**config.mk**
```make
export PLATFORM = sky130hd
export DESIGN_NAME = seq_div_16_bit
export DESIGN_NICKNAME = d
export VERILOG_FILES = /design/src/rtl/seq_div_16_bit_pkg.sv /design/src/rtl/seq_div_16_bit_sub.sv /design/src/rtl/seq_div_16_bit.sv
export SDC_FILE = /design/constraint.sdc
export NUM_CORES = 1
export LEC_CHECK = 0
export ABC_AREA = 1
export BUFFER_PORTS_ARGS = -buffer_cell sky130_fd_sc_hd__buf_2
export CORE_ASPECT_RATIO = 2
export CORE_MARGIN = 2
export CORE_UTILIZATION = 52
export CTS_CLUSTER_DIAMETER = 30
export CTS_CLUSTER_SIZE = 24
export DETAILED_ROUTE_END_ITERATION = 16
export GPL_ROUTABILITY_DRIVEN = 1
export GPL_TIMING_DRIVEN = 0
export PLACE_DENSITY_LB_ADDON = 0.15
export SYNTH_ARGS = -nofsm -noshare
export SYNTH_HDL_FRONTEND = slang
export SYNTH_SLANG_ARGS = --single-unit
```
**constraint.sdc**
```tcl
create_clock -name clk -period 2 [get_ports clk]
set_input_delay 0.3 -clock clk [delete_from_list [all_inputs] [get_ports clk]]
set_output_delay 0.3 -clock clk [all_outputs]
set_load 0.1 [all_outputs]
```
**src/rtl/seq_div_16_bit_pkg.sv**
```systemverilog
// Shared definitions for the ALU divider slice.
//   div_state_e   : divider control states (IDLE, RUN, FIX)
//   DIV_W         : operand/result width
//   DIV_CNT_W     : iteration counter width (must hold DIV_W)
//   DIV_ZERO_QUOT : quotient returned for a zero divisor
package alu_div_pkg;
  localparam int unsigned DIV_W     = 16;
  localparam int unsigned DIV_CNT_W = 5;
  localparam logic [DIV_W-1:0] DIV_ZERO_QUOT = 16'hFFFF;

  typedef enum logic [1:0] {
    IDLE,
    RUN,
    FIX
  } div_state_e;
endpackage

```
**src/rtl/seq_div_16_bit_sub.sv**
```systemverilog
// sub_16_bit: combinational 16-bit subtract, diff = a - b, computed as
// a + ~b + 1 in the same form as the ALU adders.
//   a, b   : minuend, subtrahend
//   diff   : a - b modulo 2^16
//   borrow : 1 when b > a (inverted carry-out)
module sub_16_bit (
  input  logic [15:0] a,
  input  logic [15:0] b,
  output logic [15:0] diff,
  output logic        borrow
);
  logic [16:0] sum;

  always_comb begin
    sum = {1'b0, a} + {1'b0, ~b} + 17'd1;
  end

  assign diff   = sum[15:0];
  assign borrow = ~sum[16];
endmodule

```
**src/rtl/seq_div_16_bit.sv**
```systemverilog
// seq_div_16_bit: iterative restoring divider, one quotient bit per clock,
// fixed 17-cycle latency from accepted start to the done pulse.
// Build option: define SEQ_DIV_SIGNED_EN to honour signed_op (two's-complement
// divide truncating toward zero); otherwise every divide is unsigned.
//   clk, rst_n         : clock, asynchronous active-low reset
//   start              : divide request, sampled only in IDLE
//   signed_op          : 1 = signed divide (only with SEQ_DIV_SIGNED_EN)
//   dividend, divisor  : operands, sampled with start
//   busy               : operation in progress
//   done               : one-cycle result-valid pulse
//   quotient, remainder: results, held until the next completion
//   div_by_zero        : last operation had a zero divisor
module seq_div_16_bit
  import alu_div_pkg::*;
#(
  parameter int unsigned WIDTH = DIV_W,
  parameter int unsigned CNT_W = DIV_CNT_W
) (
  input  logic             clk,
  input  logic             rst_n,
  input  logic             start,
  input  logic             signed_op,
  input  logic [WIDTH-1:0] dividend,
  input  logic [WIDTH-1:0] divisor,
  output logic             busy,
  output logic             done,
  output logic [WIDTH-1:0] quotient,
  output logic [WIDTH-1:0] remainder,
  output logic             div_by_zero
);
  div_state_e       state_q, state_d;
  logic [CNT_W-1:0] count_q, count_d;
  logic [WIDTH-1:0] rem_q, rem_d;
  logic [WIDTH-1:0] quo_q, quo_d;
  logic [WIDTH-1:0] dvs_q, dvs_d;
  logic             zero_q, zero_d;
  logic [WIDTH-1:0] quotient_q, quotient_d;
  logic [WIDTH-1:0] remainder_q, remainder_d;
  logic             dbz_q, dbz_d;
  logic             done_q, done_d;

  logic [WIDTH-1:0] shift_rem;
  logic [WIDTH-1:0] trial_diff;
  logic             trial_borrow;
  logic             take;
  logic [WIDTH-1:0] dvd_mag, dvs_mag;
  logic             dvs_zero;
  logic [WIDTH-1:0] quo_fix, rem_fix;

  // The shifted partial remainder is 17 bits wide; its top bit is rem_q[15].
  // When that bit is set the value exceeds any divisor, so the subtract
  // always succeeds and the low 16 bits of the difference are exact.
  assign shift_rem = {rem_q[WIDTH-2:0], quo_q[WIDTH-1]};
  assign take      = rem_q[WIDTH-1] | ~trial_borrow;

  sub_16_bit u_trial (
    .a      (shift_rem),
    .b      (dvs_q),
    .diff   (trial_diff),
    .borrow (trial_borrow)
  );

`ifdef SEQ_DIV_SIGNED_EN
  logic             neg_quo_q, neg_quo_d;
  logic             neg_rem_q, neg_rem_d;
  logic [WIDTH-1:0] dvd_neg, dvs_neg, quo_neg, rem_neg;
  logic             dvd_nz, dvs_nz, quo_nz, rem_nz;

  // 0 - x negators; the borrow of 0 - x is exactly (x != 0), used as the
  // divisor zero test and to gate negation (negating zero is a no-op).
  sub_16_bit u_dvd_neg (.a('0), .b(dividend), .diff(dvd_neg), .borrow(dvd_nz));
  sub_16_bit u_dvs_neg (.a('0), .b(divisor),  .diff(dvs_neg), .borrow(dvs_nz));
  sub_16_bit u_quo_neg (.a('0), .b(quo_q),    .diff(quo_neg), .borrow(quo_nz));
  sub_16_bit u_rem_neg (.a('0), .b(rem_q),    .diff(rem_neg), .borrow(rem_nz));

  assign dvd_mag  = (signed_op & dividend[WIDTH-1] & dvd_nz) ? dvd_neg : dividend;
  assign dvs_mag  = (signed_op & divisor[WIDTH-1]  & dvs_nz) ? dvs_neg : divisor;
  assign dvs_zero = ~dvs_nz;
  assign quo_fix  = (neg_quo_q & quo_nz) ? quo_neg : quo_q;
  assign rem_fix  = (neg_rem_q & rem_nz) ? rem_neg : rem_q;

  always_ff @(posedge clk or negedge rst_n) begin
    if (!rst_n) begin
      neg_quo_q <= 1'b0;
      neg_rem_q <= 1'b0;
    end else begin
      neg_quo_q <= neg_quo_d;
      neg_rem_q <= neg_rem_d;
    end
  end

  always_comb begin
    neg_quo_d = neg_quo_q;
    neg_rem_d = neg_rem_q;
    if (state_q == IDLE && start) begin
      neg_quo_d = signed_op & (dividend[WIDTH-1] ^ divisor[WIDTH-1]);
      neg_rem_d = signed_op & dividend[WIDTH-1];
    end
  end
`else
  logic unused_signed_op;
  assign unused_signed_op = signed_op;
  assign dvd_mag  = dividend;
  assign dvs_mag  = divisor;
  assign dvs_zero = (divisor == '0);
  assign quo_fix  = quo_q;
  assign rem_fix  = rem_q;
`endif

  always_comb begin
    state_d     = state_q;
    count_d     = count_q;
    rem_d       = rem_q;
    quo_d       = quo_q;
    dvs_d       = dvs_q;
    zero_d      = zero_q;
    quotient_d  = quotient_q;
    remainder_d = remainder_q;
    dbz_d       = dbz_q;
    done_d      = 1'b0;
    unique case (state_q)
      IDLE: begin
        if (start) begin
          state_d = RUN;
          count_d = '0;
          rem_d   = '0;
          quo_d   = dvd_mag;
          dvs_d   = dvs_mag;
          zero_d  = dvs_zero;
        end
      end
      RUN: begin
        rem_d   = take ? trial_diff : shift_rem;
        quo_d   = {quo_q[WIDTH-2:0], take};
        count_d = count_q + CNT_W'(1);
        if (count_q == CNT_W'(WIDTH - 1)) state_d = FIX;
      end
      FIX: begin
        // A zero divisor leaves the dividend magnitude in rem_q, so the
        // normal remainder sign fix already restores the raw dividend.
        quotient_d  = zero_q ? DIV_ZERO_QUOT : quo_fix;
        remainder_d = rem_fix;
        dbz_d       = zero_q;
        done_d      = 1'b1;
        state_d     = IDLE;
      end
      default: state_d = IDLE;
    endcase
  end

  always_ff @(posedge clk or negedge rst_n) begin
    if (!rst_n) begin
      state_q     <= IDLE;
      count_q     <= '0;
      rem_q       <= '0;
      quo_q       <= '0;
      dvs_q       <= '0;
      zero_q      <= 1'b0;
      quotient_q  <= '0;
      remainder_q <= '0;
      dbz_q       <= 1'b0;
      done_q      <= 1'b0;
    end else begin
      state_q     <= state_d;
      count_q     <= count_d;
      rem_q       <= rem_d;
      quo_q       <= quo_d;
      dvs_q       <= dvs_d;
      zero_q      <= zero_d;
      quotient_q  <= quotient_d;
      remainder_q <= remainder_d;
      dbz_q       <= dbz_d;
      done_q      <= done_d;
    end
  end

  assign busy        = (state_q != IDLE);
  assign done        = done_q;
  assign quotient    = quotient_q;
  assign remainder   = remainder_q;
  assign div_by_zero = dbz_q;
endmodule

```
==> out/summary.txt, run 1 <==
Yosys synthesis warning count - 0
Crit path buf inv count - 3
Outcome - complete, no violations
R2R depth - 15
Initial antenna violation count - 0
Num ports - 71
Std cell rows - 49
Synth-to-layout area growth - 22.6%
Via-to-Cell Ratio - 5.33
Initial DRC Count - 229
Starting density of the core - 53.1%
CTS max path bufs - 2
Fmax - 513 MHz
Top cell type's share of synthesized area - 47.3%
Register bit total from synthesis - 90
Hold WC Path Type - input pin to register
DRC - 0
Met1 usage - 28.6%
Final WS setup - 48.9 ps
Die Y - 139 µm
Top Usage Layer GRT - met2
WHS Endpoint - quo_fix[14]
Share of post-route cells with drive strength above 1 - 21.4%
Worst path cell trace - inv_2 -> ha_4 -> inv_2 -> fa_2 -> nand2_2 -> nand2_2 -> nand3_2 -> nand2_2 -> nand2_2 -> nand2_4 -> nand2_4 -> buf_6 -> nand2_1 -> nand3_2 -> nand2_1
Syn nets - 662
Top FF cell, synth - dfrtp_1
Final slew viol count - 0
Final wirelength - 13100 µm
Final setup vio count - 0
Crit path time final - 1950 ps
Most common cell on crit path - nand2_2
Vias in the first global route - 4506
GRT overflow - 0
CP max stage cell - dfrtp_1
Max-cap violations - 0
FF+latch area - 2250 µm²
GRT Util Overall - 27.7%
GP Congestion - 1.04
Hold WS - 184 ps
Final core utilization - 65.2%
Area contributors post-synth - dfrtp_1 (47%), nand2_1 (13%), inv_1 (8.2%), o21ai_0 (5.7%), ha_1 (4.7%)
Largest delay share family, worst path - simple AND/OR/NAND/NOR gates
Total die area - 9980 µm²
Final Hold Viols - 0
Yosys cell types - 33
Largest net degree at the start of global routing - 65
Drt pass-1 iters - 4
Critical Path Sink Type - register
FFs w/ async S/R, synth - 100%
Core area - 8950 µm²
Dpl ws - -210 ps
Leading cell type by number of instances after synthesis - nand2_1
Hold Path Origin - dividend[14]
Synth area leader - dfrtp_1
Wire per inst - 16.3 µm
ANT cells - 0
H-tree depth - 3
Grt met3 use - 4.71%
Clk root buf - clkbuf_16
Least-Margin Pin Slew - 572 ps
Sequential-to-total area share from yosys stat - 47.3%
Total number of vias - 4287
Period utilization - 97.6%
Clock transition at path regs - 70 ps
Die width - 71.6 µm
Reg2Reg Capture Point - rem_fix[8]
Worst-skew pair later-pin latency - 350 ps
Worst Skew - 6.62 ps
Fillers - 779
Worst r2r src - quo_fix[15]
Critical Path Source Type - register
IO Port Bufs - 69
Post-route ant nets - 0
Cells after Synth - 607
Critical path class - register to register
CTS tree - yes
Crit-path max FO - 5
Syn_area_per_cell - 7.84 µm²
Post-synth EDFFs - 0
First-pass GRT wire length - 21200 µm
Setup slack, reg-to-reg - 50 ps
Nets@finish - 752
CTS Buf Count - 9
Worst Path Arrival - 2190 ps
CP Data Required Time - 2240 ps
Worst Hold Depth - 3
Crit-path max cell delay - 370 ps
Grt met2 use - 51.4%
Hpwl dp - 9760 µm
Synth Cell Area - 4760 µm²
Area of the multi-input gates - 2180 µm²
Clk sinks - 90
Max_slew headroom - 61.9%
Commonest cells post-synth - nand2_1 (169), inv_1 (104), dfrtp_1 (90)
[through the flow]
step	setup TNS, ps	cell area, µm²	cells
finish	0	5830	804
global route	-148	5830	804
CTS	0	5670	803
detailed placement	-2680	5260	779
global placement	-14860	5230	778
floorplan	0	4760	607
[sequential cells by signal, indices dropped and copies added, names as in the netlist]
signal       cells
dvs_q           16
quo_fix         16
quotient        16
rem_fix         16
remainder       16
count_q          5
state_q          2
div_by_zero      1
done             1
zero_q           1
[cell type report]
type	count	share of cell area, %
Clock buffer	11	4.16
Tap cell	102	2.19
Timing Repair Buffer	79	7.92
Multi-Input combinational cell	392	37.4
Buffer	19	1.87
Sequential cell	90	38.6
Inverter	106	6.82
Clock inverter	5	1.03
[cells in the final DEF, fill, tap and decap left out, types with 4 or more instances in the layout]
cell	instances
ha_4	7
inv_2	4
dfrtp_1	90
buf_4	8
nand3_2	7
a22oi_1	14
inv_1	102
ha_1	9
nand2_1	163
a21oi_1	25
nand4_1	7
clkbuf_1	9
xnor2_1	6
buf_2	75
nand2_2	11
nor2_1	30
clkbuf_16	9
o21ai_0	53
nand3_1	27
[worst register-to-register path, stage by stage, from the launching register on]
cell and delay (ps):
dfrtp_1 370, inv_2 70, ha_4 120, inv_2 40
fa_2 350, nand2_2 80, nand2_2 60, nand3_2 70
nand2_2 90, nand2_2 90, nand2_4 70, nand2_4 90
buf_6 140, nand2_1 80, nand3_2 80, nand2_1 50
[worst max-delay path by stage]
stage / depth (start not counted) / slack (ps) / from / to
after floorplan: 15 / 90 / quo_fix[15] / rem_fix[0]
after CTS: 15 / 2 / quo_fix[15] / rem_fix[7]
final: 15 / 50 / quo_fix[15] / rem_fix[8]
after detailed placement: 14 / -210 / quo_fix[15] / rem_fix[8]
after global placement: 14 / -180 / quo_fix[15] / rem_fix[8]
after global routing: 15 / -30 / quo_fix[15] / rem_fix[8]
[metal layers]
layer / vias up / wire (µm)
li1: 2088 / -
met1: 2036 / 4670
met2: 121 / 7270
met3: 42 / 506
met4: 0 / 641
met5: - / 0
[cells by family (layout without fill, tap and decap cells)]
kind of cell / Yosys count / count (layout) / share of synthesized area (%)
and+or+nand+nor: 261 / 261 / 23.3
buffers and inverters: 125 / 220 / 10.7
AOI/OAI and AO/OA: 104 / 104 / 12.1
DFF: 90 / 90 / 47.3
adders and majority gates: 19 / 19 / 5.16
xor gates and xnor gates: 8 / 8 / 1.47
[timing repair]
| item | CTS | global route |
|---|---|---|
| gates resized for setup | 11 | 28 |
| setup buffers | 6 | 1 |
| hold buffers | 1 | 0 |
| gates cloned | 1 | 0 |
| pin swaps | 3 | 9 |
| endpoints found under the setup margin | 17 | 16 |
| hold endpoints to repair | 26 | 0 |
Power of run 1 is left out: the tool's default activity adds up to more than one toggle a clock period on the data nets, which glitch-free logic cannot reach.
==> run 2: changes to the inputs <==
--- a/config.mk
+++ b/config.mk
@@ -9,7 +9,7 @@
 export BUFFER_PORTS_ARGS = -buffer_cell sky130_fd_sc_hd__buf_2
 export CORE_ASPECT_RATIO = 2
 export CORE_MARGIN = 2
-export CORE_UTILIZATION = 52
+export CORE_UTILIZATION = 60
 export CTS_CLUSTER_DIAMETER = 30
 export CTS_CLUSTER_SIZE = 24
 export DETAILED_ROUTE_END_ITERATION = 16
==> constraint.sdc (replaced) <==
create_clock -name clk -period 2.48 [get_ports clk]
set_input_delay 0.372 -clock clk [delete_from_list [all_inputs] [get_ports clk]]
set_output_delay 0.372 -clock clk [all_outputs]
set_load 0.1 [all_outputs]
==> run 2 against run 1 <==
  * Clock skew about the same
  * First-iteration DRC count up 39%
  * Global-route usage down 0.17 points
  * Cell area shrank 4.2%
  * Via count shrank 4.3%
  * Hold slack gained 79 ps
  * Sequential cell count did not move
  * Die area down 13%
  * Maximum frequency shrank 13%
  * Utilization rose by 6.3 points
  * Critical path depth down 1
  * Register-to-register slack gained 180 ps
==> out/summary.txt, run 2 (same netlist as run 1, synthesis figures left out) <==
Max-cap violations - 0 (unchanged)
Std cell rows - 46 (-6.1%)
Hold Path Origin - divisor[9]
Clk root buf - clkbuf_16
Die width - 67.0 µm (-6.5%)
Total die area - 8700 µm² (-13%)
Unrepaired setup endpoints after global routing - no
Dpl ws - 289 ps (+499 ps)
Final slew viol count - 0 (unchanged)
ANT cells - 0 (unchanged)
CTS Buf Count - 9 (unchanged)
Worst r2r src - quo_fix[15]
Nets@finish - 744 (-1.1%)
Crit path time final - 2250 ps (+296 ps)
Drt pass-1 iters - 5 (+1)
Fmax - 445 MHz (-13%)
GP Congestion - 0.938 (-9.5%)
Setup_tns - 0 ps (unchanged)
Post-CTS Setup Repair Bufs - 0 (-6)
Final WS setup - 233 ps (+184 ps)
Commonest non-fill, non-tap cell in the layout - nand2_1
Total number of vias - 4104 (-4.3%)
Critical Path Source Type - register
Largest net degree at the start of global routing - 74 (+14%)
Max_slew headroom - 60.7% (-1.2 points)
Share of post-route cells with drive strength above 1 - 16.1% (-5.2 points)
Crit path from - quo_fix[15]
Clk sinks - 90 (unchanged)
First-pass GRT wire length - 18100 µm (-14%)
Outcome - complete, no violations
Critical Path Sink Type - register
Least-Margin Pin Slew - 589 ps (+17.5 ps)
Worst Path Arrival - 2520 ps (+330 ps)
Core area - 7830 µm² (-13%)
Most frequent cells in the layout - nand2_1 (169), inv_1 (104), dfrtp_1 (90), buf_2 (75), o21ai_0 (54)
Num ports - 71 (unchanged)
Via-to-Cell Ratio - 5.19 (-2.6%)
CP Data Required Time - 2750 ps (+510 ps)
Final setup vio count - 0 (unchanged)
Vias in the first global route - 3971 (-12%)
Final Hold Viols - 0 (unchanged)
Worst Skew - 6.16 ps (-0.468 ps)
CTS tree - yes
Clock transition at path regs - 70 ps (about the same)
# hold bufs at CTS - 1 (unchanged)
Hold WC Path Type - input pin to register
GRT Util Overall - 27.5% (-0.17 points)
Final core utilization - 71.4% (+6.3 points)
Synth-to-layout area growth - 17.5%
Critical path class - register to register
GRT overflow - 0 (unchanged)
Initial antenna violation count - 0 (unchanged)
Final wirelength - 11200 µm (-14%)
Initial DRC Count - 318 (+39%)
Die Y - 130 µm (-6.7%)
Starting density of the core - 60.8% (+7.6 points)
Setup slack, reg-to-reg - 230 ps (+180 ps)
Hpwl dp - 8600 µm (-12%)
Worst-skew pair later-pin latency - 340 ps (about the same)
IO Port Bufs - 69 (unchanged)
Wire per inst - 14.2 µm (-13%)
DRC - 0 (unchanged)
Period utilization - 90.6% (-6.9 points)
CTS max path bufs - 2 (unchanged)
H-tree depth - 3 (unchanged)
Crit-path max FO - 10 (+5)
CTS resizes - 0 (-11)
Post-route ant nets - 0 (unchanged)
run 2: critical path: stages, from the launching register on:
cell and delay [ps]:
dfrtp_1 360, inv_1 130, ha_1 170, inv_1 70, fa_1 430, nand2_1 90, nand2_1 80, nand3_2 80
nand2_2 90, nand3_1 100, nand3_2 160, buf_6 200, nand2_1 80, nand3_1 60, nand2_1 60
run 2: area by class of cell:
class                           count  area (µm²)
Timing Repair Buffer               71         385
Tap cell                           96         120
Clock inverter                      6        97.6
Buffer                             19         109
Clock buffer                       10         229
Multi-Input combinational cell    392        2000
Fill cell                         680        2240
Sequential cell                    90        2250
Inverter                          106         398
run 2: final timing paths:
| path | cells after the start | endpoint |
|---|---|---|
| min in group asynchronous | 2 | rem_fix[9] |
| hold reg to reg | 2 | remainder[4] |
| hold / removal | 3 | dvs_q[9] |
| max in group asynchronous | 3 | quotient[10] |
| setup reg to reg | 14 | rem_fix[7] |
| setup / recovery | 14 | rem_fix[7] |
run 2: metrics by stage:
stage	cells	hold WS, ps	instance area (µm²)
after floorplan	607	76.4	4760
final	790	262	5590
after CTS	790	258	5590
after global placement	772	461	5220
after detailed placement	773	264	5250
after global routing	790	268	5590
run 2: routing by layer:
layer | share of wire, % | GRT usage, % | vias up
met4 | 2.5 | 11.4 | 0
met1 | 42 | 35.1 | 1898
met2 | 51 | 46.1 | 98
li1 | - | - | 2090
met3 | 3.5 | 4.22 | 18
met5 | 0 | 0 | -
Power of run 2 is left out for the same reason.
